===== src/rtl/fir_mac_pkg.sv =====
// Shared widths, ALU opcodes and sequencer state encoding for the FIR MAC datapath.
package fir_mac_pkg;

    localparam int unsigned SAMPLE_W = 8;
    localparam int unsigned COEF_W   = 8;
    localparam int unsigned ACC_W    = 16;

    localparam logic [3:0] ALU_OP_ADD = 4'd0;
    localparam logic [3:0] ALU_OP_ADC = 4'd1;

    typedef enum logic [2:0] {
        IDLE   = 3'd0,
        LOAD   = 3'd1,
        ADD_LO = 3'd2,
        ADD_HI = 3'd3,
        DONE   = 3'd4
    } state_e;

endpackage


===== src/rtl/fir_delay_line.sv =====
// Sample delay line: TAPS x SAMPLE_W shift register with an indexed combinational read port.
module fir_delay_line
    import fir_mac_pkg::*;
#(
    parameter int unsigned TAPS  = 4,
    parameter int unsigned IDX_W = 2
) (
    input  logic                clk,
    input  logic                rst_n,
    input  logic                shift_en,
    input  logic [SAMPLE_W-1:0] din,
    input  logic [IDX_W-1:0]    rd_idx,
    output logic [SAMPLE_W-1:0] rd_data_c
);

    logic [SAMPLE_W-1:0] x_q [TAPS];
    logic [SAMPLE_W-1:0] x_d [TAPS];

    // Newest sample enters at x[0]; the oldest falls off the end.
    always_comb begin
        x_d = x_q;
        if (shift_en) begin
            x_d[0] = din;
            for (int i = 1; i < int'(TAPS); i++) begin
                x_d[i] = x_q[i-1];
            end
        end
    end

    // Delay line storage, cleared by reset.
    always_ff @(posedge clk or negedge rst_n) begin
        if (!rst_n) begin
            for (int i = 0; i < int'(TAPS); i++) begin
                x_q[i] <= '0;
            end
        end else begin
            x_q <= x_d;
        end
    end

    assign rd_data_c = (32'(rd_idx) < TAPS) ? x_q[rd_idx] : '0;

endmodule


===== src/rtl/fir_mac_sequencer.sv =====
// Shift-and-add FIR MAC sequencer driving an external 8-bit ALU, two bytes per partial product.
// Optional macro FIR_MAC_SAT_EN: saturate out_data to 16'hFFFF when the accumulation overflowed.
module fir_mac_sequencer
    import fir_mac_pkg::*;
#(
    parameter int unsigned TAPS = 4
) (
    input  logic                clk,
    input  logic                rst_n,
    input  logic                in_valid,
    input  logic [SAMPLE_W-1:0] in_data,
    output logic                in_ready,
    output logic                out_valid,
    input  logic                out_ready,
    output logic [ACC_W-1:0]    out_data,
    output logic                out_ovf,
    input  logic                coef_we,
    input  logic [2:0]          coef_addr,
    input  logic [COEF_W-1:0]   coef_data,
    output logic [7:0]          alu_a,
    output logic [7:0]          alu_b,
    output logic [3:0]          alu_op,
    output logic                alu_cin,
    input  logic [7:0]          alu_out,
    input  logic                alu_cout
);

    localparam int unsigned TAP_W = $clog2(TAPS);

    state_e              state_q, state_d;
    logic [COEF_W-1:0]   coef_q [TAPS];
    logic [COEF_W-1:0]   coef_d [TAPS];
    logic [SAMPLE_W-1:0] sample_q, sample_d;
    logic [ACC_W-1:0]    acc_q, acc_d;
    logic [ACC_W-1:0]    prod_q, prod_d;
    logic [TAP_W-1:0]    tap_idx_q, tap_idx_d;
    logic [2:0]          bit_idx_q, bit_idx_d;
    logic                carry_q, carry_d;
    logic                ovf_q, ovf_d;
    logic                in_ready_q, in_ready_d;
    logic                out_valid_q, out_valid_d;
    logic [ACC_W-1:0]    out_data_q, out_data_d;
    logic                out_ovf_q, out_ovf_d;
    logic [7:0]          alu_a_q, alu_a_d;
    logic [7:0]          alu_b_q, alu_b_d;
    logic [3:0]          alu_op_q, alu_op_d;
    logic                alu_cin_q, alu_cin_d;
    logic [SAMPLE_W-1:0] next_x_c;

    fir_delay_line #(
        .TAPS  (TAPS),
        .IDX_W (TAP_W)
    ) u_delay_line (
        .clk       (clk),
        .rst_n     (rst_n),
        .shift_en  (state_q == LOAD),
        .din       (sample_q),
        .rd_idx    (tap_idx_q + TAP_W'(1)),
        .rd_data_c (next_x_c)
    );

    // Next-state, datapath update, and ALU drive computed from the upcoming state so alu_* is registered.
    always_comb begin
        state_d     = state_q;
        coef_d      = coef_q;
        sample_d    = sample_q;
        acc_d       = acc_q;
        prod_d      = prod_q;
        tap_idx_d   = tap_idx_q;
        bit_idx_d   = bit_idx_q;
        carry_d     = carry_q;
        ovf_d       = ovf_q;
        out_valid_d = out_valid_q;
        out_data_d  = out_data_q;
        out_ovf_d   = out_ovf_q;
        alu_a_d     = 8'h00;
        alu_b_d     = 8'h00;
        alu_op_d    = ALU_OP_ADD;
        alu_cin_d   = 1'b0;

        case (state_q)
            IDLE: begin
                if (coef_we && (32'(coef_addr) < TAPS)) begin
                    coef_d[TAP_W'(coef_addr)] = coef_data;
                end
                if (in_valid && in_ready_q) begin
                    sample_d = in_data;
                    state_d  = LOAD;
                end
            end
            LOAD: begin
                acc_d     = '0;
                prod_d    = {8'h00, sample_q};
                tap_idx_d = '0;
                bit_idx_d = '0;
                carry_d   = 1'b0;
                ovf_d     = 1'b0;
                state_d   = ADD_LO;
            end
            ADD_LO: begin
                acc_d[7:0] = alu_out;
                carry_d    = alu_cout;
                state_d    = ADD_HI;
            end
            ADD_HI: begin
                acc_d[15:8] = alu_out;
                ovf_d       = ovf_q | alu_cout;
                if (bit_idx_q < 3'd7) begin
                    bit_idx_d = bit_idx_q + 3'd1;
                    prod_d    = prod_q << 1;
                    state_d   = ADD_LO;
                end else if (32'(tap_idx_q) < TAPS - 1) begin
                    tap_idx_d = tap_idx_q + TAP_W'(1);
                    bit_idx_d = '0;
                    prod_d    = {8'h00, next_x_c};
                    state_d   = ADD_LO;
                end else begin
                    state_d = DONE;
                end
            end
            DONE: begin
`ifdef FIR_MAC_SAT_EN
                out_data_d = ovf_q ? 16'hFFFF : acc_q;
`else
                out_data_d = acc_q;
`endif
                out_ovf_d   = ovf_q;
                out_valid_d = 1'b1;
                if (out_valid_q && out_ready) begin
                    out_valid_d = 1'b0;
                    state_d     = IDLE;
                end
            end
            default: state_d = IDLE;
        endcase

        in_ready_d = (state_d == IDLE);

        case (state_d)
            ADD_LO: begin
                alu_a_d   = acc_d[7:0];
                alu_b_d   = coef_d[tap_idx_d][bit_idx_d] ? prod_d[7:0] : 8'h00;
                alu_op_d  = ALU_OP_ADD;
                alu_cin_d = 1'b0;
            end
            ADD_HI: begin
                alu_a_d   = acc_d[15:8];
                alu_b_d   = coef_d[tap_idx_d][bit_idx_d] ? prod_d[15:8] : 8'h00;
                alu_op_d  = ALU_OP_ADC;
                alu_cin_d = carry_d;
            end
            default: ;
        endcase
    end

    // State and datapath registers; reset abandons any computation in flight.
    always_ff @(posedge clk or negedge rst_n) begin
        if (!rst_n) begin
            state_q     <= IDLE;
            for (int i = 0; i < int'(TAPS); i++) begin
                coef_q[i] <= '0;
            end
            sample_q    <= '0;
            acc_q       <= '0;
            prod_q      <= '0;
            tap_idx_q   <= '0;
            bit_idx_q   <= '0;
            carry_q     <= 1'b0;
            ovf_q       <= 1'b0;
            in_ready_q  <= 1'b1;
            out_valid_q <= 1'b0;
            out_data_q  <= '0;
            out_ovf_q   <= 1'b0;
            alu_a_q     <= 8'h00;
            alu_b_q     <= 8'h00;
            alu_op_q    <= ALU_OP_ADD;
            alu_cin_q   <= 1'b0;
        end else begin
            state_q     <= state_d;
            coef_q      <= coef_d;
            sample_q    <= sample_d;
            acc_q       <= acc_d;
            prod_q      <= prod_d;
            tap_idx_q   <= tap_idx_d;
            bit_idx_q   <= bit_idx_d;
            carry_q     <= carry_d;
            ovf_q       <= ovf_d;
            in_ready_q  <= in_ready_d;
            out_valid_q <= out_valid_d;
            out_data_q  <= out_data_d;
            out_ovf_q   <= out_ovf_d;
            alu_a_q     <= alu_a_d;
            alu_b_q     <= alu_b_d;
            alu_op_q    <= alu_op_d;
            alu_cin_q   <= alu_cin_d;
        end
    end

    assign in_ready  = in_ready_q;
    assign out_valid = out_valid_q;
    assign out_data  = out_data_q;
    assign out_ovf   = out_ovf_q;
    assign alu_a     = alu_a_q;
    assign alu_b     = alu_b_q;
    assign alu_op    = alu_op_q;
    assign alu_cin   = alu_cin_q;

endmodule


===== config.mk =====
export PLATFORM = sky130hd
export DESIGN_NAME = fir_mac_sequencer
export DESIGN_NICKNAME = d
export VERILOG_FILES = /design/src/rtl/fir_mac_pkg.sv /design/src/rtl/fir_delay_line.sv /design/src/rtl/fir_mac_sequencer.sv
export SDC_FILE = /design/constraint.sdc
export NUM_CORES = 1
export LEC_CHECK = 0
export ABC_AREA = 1
export BUFFER_PORTS_ARGS = -buffer_cell sky130_fd_sc_hd__buf_2
export CORE_ASPECT_RATIO = 1.1
export CORE_MARGIN = 2
export CORE_UTILIZATION = 40
export CTS_CLUSTER_SIZE = 30
export DETAILED_ROUTE_END_ITERATION = 10
export SKIP_LAST_GASP = 1
export SLEW_MARGIN = 20
export SYNTH_ARGS = -nofsm -noshare
export SYNTH_HDL_FRONTEND = slang
export SYNTH_SLANG_ARGS = --single-unit

===== constraint.sdc =====
create_clock -name clk -period 4.1 [get_ports clk]
set_input_delay 0.82 -clock clk [delete_from_list [all_inputs] [get_ports clk]]
set_output_delay 0.82 -clock clk [all_outputs]
set_load 0.01 [all_outputs]

==> impl_table.tex <==
\begin{tabular}{lr}
\hline
Metric & Value \\
\hline
\multicolumn{2}{l}{\textbf{Status}} \\
\quad Run status & finished, final reports clean \\
\multicolumn{2}{l}{\textbf{Worst setup path}} \\
\quad Class of the most critical setup path & reg -> reg \\
\quad Worst Path Arrival & 3.32 ns \\
\quad Req. time, crit path & around 4.4 ns \\
\quad Setup crit start & tap\_idx\_q[0] \\
\quad Crit Reg-Reg Startpoint & tap\_idx\_q[0] \\
\quad Worst Path Max Fanout & 22 \\
\quad Critical Path Source Type & flip-flop \\
\quad Reg-to-reg slack, setup & $\sim$1.1 ns \\
\quad Critical Path Sink Type & flip-flop \\
\multicolumn{2}{l}{\textbf{Synth}} \\
\quad Count of flip-flops with a built-in enable after synthesis & 0 \\
\quad Gate count after technology mapping & 743 \\
\quad Synthesized area per cell & approximately 8.9 um\^{}2 \\
\quad Most common flop cell mapped by yosys & sky130\_fd\_sc\_hd\_\_dfrtp\_1 \\
\quad Cell area after synthesis & roughly 6600 um\^{}2 \\
\quad Total number of yosys warnings & 0 \\
\quad Count of cell types in the netlist & 41 \\
\quad Largest area contributor in the netlist & sky130\_fd\_sc\_hd\_\_dfrtp\_1 \\
\quad Register bit total from synthesis & 150 \\
\quad Async set-reset flop share out of synthesis & 100\% \\
\quad Leading cell type by number of instances after synthesis & sky130\_fd\_sc\_hd\_\_nand2\_1 \\
\quad Top cell type's share of synthesized area & 56.3\% \\
\quad Sequential share of the synthesized area & 56.7\% \\
\quad List of most frequent post-synthesis cells & sky130\_fd\_sc\_hd\_\_nand2\_1, sky130\_fd\_sc\_hd\_\_dfrtp\_1, sky130\_fd\_sc\_hd\_\_inv\_1, sky130\_fd\_sc\_hd\_\_o21ai\_0, sky130\_fd\_sc\_hd\_\_nand3\_1 \\
\quad Cell types with the largest area share after synthesis & sky130\_fd\_sc\_hd\_\_dfrtp\_1, sky130\_fd\_sc\_hd\_\_nand2\_1, sky130\_fd\_sc\_hd\_\_o21ai\_0 \\
\multicolumn{2}{l}{\textbf{STA}} \\
\quad Slew @ Worst Pin & 0.640 ns \\
\quad Setup repair after global routing missed its margin & no \\
\quad Remaining max-slew budget at the tightest pin & 57.3\% \\
\quad Largest clock skew in the final design & approximately 0.0082 ns \\
\quad Share of the clock period used by the worst path & 73.2\% \\
\quad Hold Violations, Final & 0 \\
\quad Aggregate negative setup slack & 0 ns \\
\quad Time the final worst path needs with I/O delays and setup & roughly 3 ns \\
\quad Final slew viol count & 0 \\
\quad Count of endpoints failing setup in the final report & 0 \\
\quad Worst setup margin & 1.10 ns \\
\quad Hold\_ws & 0.337 ns \\
\quad Top achievable clock speed & between 0.3 and 0.4 GHz \\
\multicolumn{2}{l}{\textbf{Pwr}} \\
\quad PD cells & about 730 nW/um\^{}2 \\
\quad Clock share of power & 26.7\% \\
\quad Switching share of power & 37.3\% \\
\quad Peak ir drop on the vdd network & 0.386 mV \\
\quad Part of the power in combinational logic & 32.6\% \\
\quad Switching component of the power & 2.10 mW \\
\quad Flop pwr share & 40.8\% \\
\quad Total power & 5.63 mW \\
\quad LEAKAGE & slightly below 4 nW \\
\quad Internal Power & 3.53 mW \\
\multicolumn{2}{l}{\textbf{Drt}} \\
\quad Vias & 5116 \\
\quad Average wire per standard cell & around 15 um \\
\quad DR vias/cell & 5.00 \\
\quad Number of detailed-route iterations in the first pass & 4 \\
\quad Number of nets with antenna violations after routing & 0 \\
\quad Routed Wire Length & 15200 um \\
\quad Remaining routing DRC violations & 0 \\
\quad DRC marker count from the first detailed-route iteration & 371 \\
\multicolumn{2}{l}{\textbf{Clock network}} \\
\quad Clock network latency to the later pin of the worst-skew pair & 0.42 ns \\
\quad Sinks on the clock net & 150 \\
\quad Number of buffers inserted for hold repair after clock tree synthesis & 0 \\
\quad Maximum buffer depth of the clock tree & 2 \\
\quad Number of CTS-inserted buffers & 17 \\
\quad H-Tree Depth & 4 \\
\quad Root buffer cell & sky130\_fd\_sc\_hd\_\_clkbuf\_16 \\
\quad Number of buffers inserted by post-CTS setup repair & 0 \\
\quad TritonCTS clock tree & built \\
\quad Clock slew seen by the registers of the worst setup and hold paths & 0.06 ns \\
\quad Gates resized, CTS repair & 0 \\
\multicolumn{2}{l}{\textbf{Global routing}} \\
\quad Initial antenna violation count & 0 \\
\quad Maximum number of pins on one net before global-route repair & 60 \\
\quad Overall overflow remaining after global route & 0 \\
\quad Number of global-route vias before repair & 5133 \\
\quad Wire length of the first global-routing pass & 26300 um \\
\quad Global router's overall resource usage & 18.7\% \\
\multicolumn{2}{l}{\textbf{Place}} \\
\quad Routability congestion estimate from global placement & 0.789 \\
\quad Area after DPL & 7120 um\^{}2 \\
\quad Port Buf Inserts & around 70 \\
\quad Post-Place Worst Slack & approximately 1.1 ns \\
\quad Total half-perimeter wirelength after legalization and detailed placement & 10500 um \\
\quad Dpl cells & 992 \\
\multicolumn{2}{l}{\textbf{Worst hold path}} \\
\quad Min-delay worst type & in -> async \\
\multicolumn{2}{l}{\textbf{Layout}} \\
\quad Share of post-route cells with drive strength above 1 & 17.2\% \\
\quad Post-route cell area & just under 8000 um\^{}2 \\
\quad Non-filler cells in the finished layout & 1024 \\
\quad Number of antenna cells inserted & 0 \\
\quad Final layout net count & 844 \\
\quad Area Overhead vs Synth & 16.1\% \\
\quad Fin util & 47.2\% \\
\multicolumn{2}{l}{\textbf{Die}} \\
\quad Std-Cell Rows & approximately 50 \\
\quad Die width & 127 um \\
\quad Starting Density & approximately two fifths \\
\quad Ports placed on the boundary & 73 \\
\quad Die extent in y & 139 um \\
\quad Std-Cell Core Area & 16300 um\^{}2 \\
\quad Floorplan die area & 17600 um\^{}2 \\
\multicolumn{2}{l}{\textbf{Run}} \\
\quad Maxcap violations & 0 \\
\hline
\end{tabular}
[final timing paths]
| kind | cells after the start | to |
|---|---|---|
| max in group asynchronous | 2 | prod_q[9] |
| worst min register to register | 2 | coef_q[24] |
| worst max register to register | 12 | alu_b[7] |
| min in group clk | 2 | coef_q[24] |
| worst min-delay path | 1 | coef_q[20] |
| worst max-delay path | 12 | alu_b[7] |
[critical path, stage by stage (launching register included)]
cell                      delay [ns]
sky130_fd_sc_hd__dfrtp_1        0.62
sky130_fd_sc_hd__ha_1           0.38
sky130_fd_sc_hd__inv_1          0.35
sky130_fd_sc_hd__nor2_1         0.15
sky130_fd_sc_hd__inv_1          0.11
sky130_fd_sc_hd__nor2_2         0.05
sky130_fd_sc_hd__nor2_1         0.43
sky130_fd_sc_hd__buf_4          0.30
sky130_fd_sc_hd__inv_1          0.10
sky130_fd_sc_hd__a22oi_1        0.18
sky130_fd_sc_hd__o21ai_0        0.10
sky130_fd_sc_hd__inv_1          0.08
sky130_fd_sc_hd__nor2_1         0.04
[registers in the layout (all words and copies together) (netlist names)]
register / count
alu_op: 1
out_ovf: 1
out_data: 16
alu_a: 8
alu_cin: 1
u_delay_line.x_q: 32
sample_q: 8
tap_idx_q: 2
in_ready: 1
ovf_q: 1
coef_q: 32
prod_q: 16
acc_q: 16
alu_b: 8
out_valid: 1
state_q: 3
bit_idx_q: 3
[layer usage]
layer | vias up | GRT usage (%) | part of all wire, %
li1 | 2549 | - | -
met1 | 2473 | 26.3 | 48
met2 | 75 | 29.3 | 48
met3 | 19 | 3.90 | 3.0
met4 | 0 | 5.78 | 1.3
met5 | - | 0 | 0
[power by group through the flow]
stage | Sequential (mW) | Combinational (mW) | Clock, mW
finish | 2.29 | 1.83 | 1.50
global route | 2.35 | 2.11 | 1.60
CTS | 2.29 | 1.86 | 1.53
detailed placement | 2.31 | 1.85 | 0
global placement | 2.31 | 1.84 | 0
floorplan | 2.26 | 1.32 | 0
[layout by cell type (no fill, tap or decap), types with 5 or more instances in the layout]
master	Yosys	layout
sky130_fd_sc_hd__inv_2	7	7
sky130_fd_sc_hd__dfrtp_1	149	149
sky130_fd_sc_hd__nand2_2	6	6
sky130_fd_sc_hd__inv_1	80	80
sky130_fd_sc_hd__clkbuf_16	0	17
sky130_fd_sc_hd__o21ai_0	64	64
sky130_fd_sc_hd__buf_4	5	5
sky130_fd_sc_hd__a21oi_1	19	19
sky130_fd_sc_hd__o22ai_1	20	20
sky130_fd_sc_hd__buf_2	5	68
sky130_fd_sc_hd__a22o_1	8	8
sky130_fd_sc_hd__nor2_1	34	33
sky130_fd_sc_hd__nand3_1	55	55
sky130_fd_sc_hd__nand2_1	206	206
sky130_fd_sc_hd__o211ai_1	13	13
sky130_fd_sc_hd__mux2_2	8	8
sky130_fd_sc_hd__a31oi_1	6	6
sky130_fd_sc_hd__o21ai_1	5	5
[cells by family after synthesis]
group,after synthesis,synth area share (%)
flops,150,56.7
other cells,1,0.0566
xor+xnor,1,0.132
mux,8,1.36
simple gates,314,20.4
buf+inv,121,7.75
compound gates,144,12.9
fa+ha+maj,4,0.756
[final cells by class]
class                   instances  area (um^2)
repair buffers                 75          409
flip-flops and latches        150         3750
well taps                     204          255
clock inverters                10         95.1
clock buffers                  22          474
multi-input cells             474         2360
inverters                      89          337
fillers                      1577         8620
(Power assumes the default switching activity.)
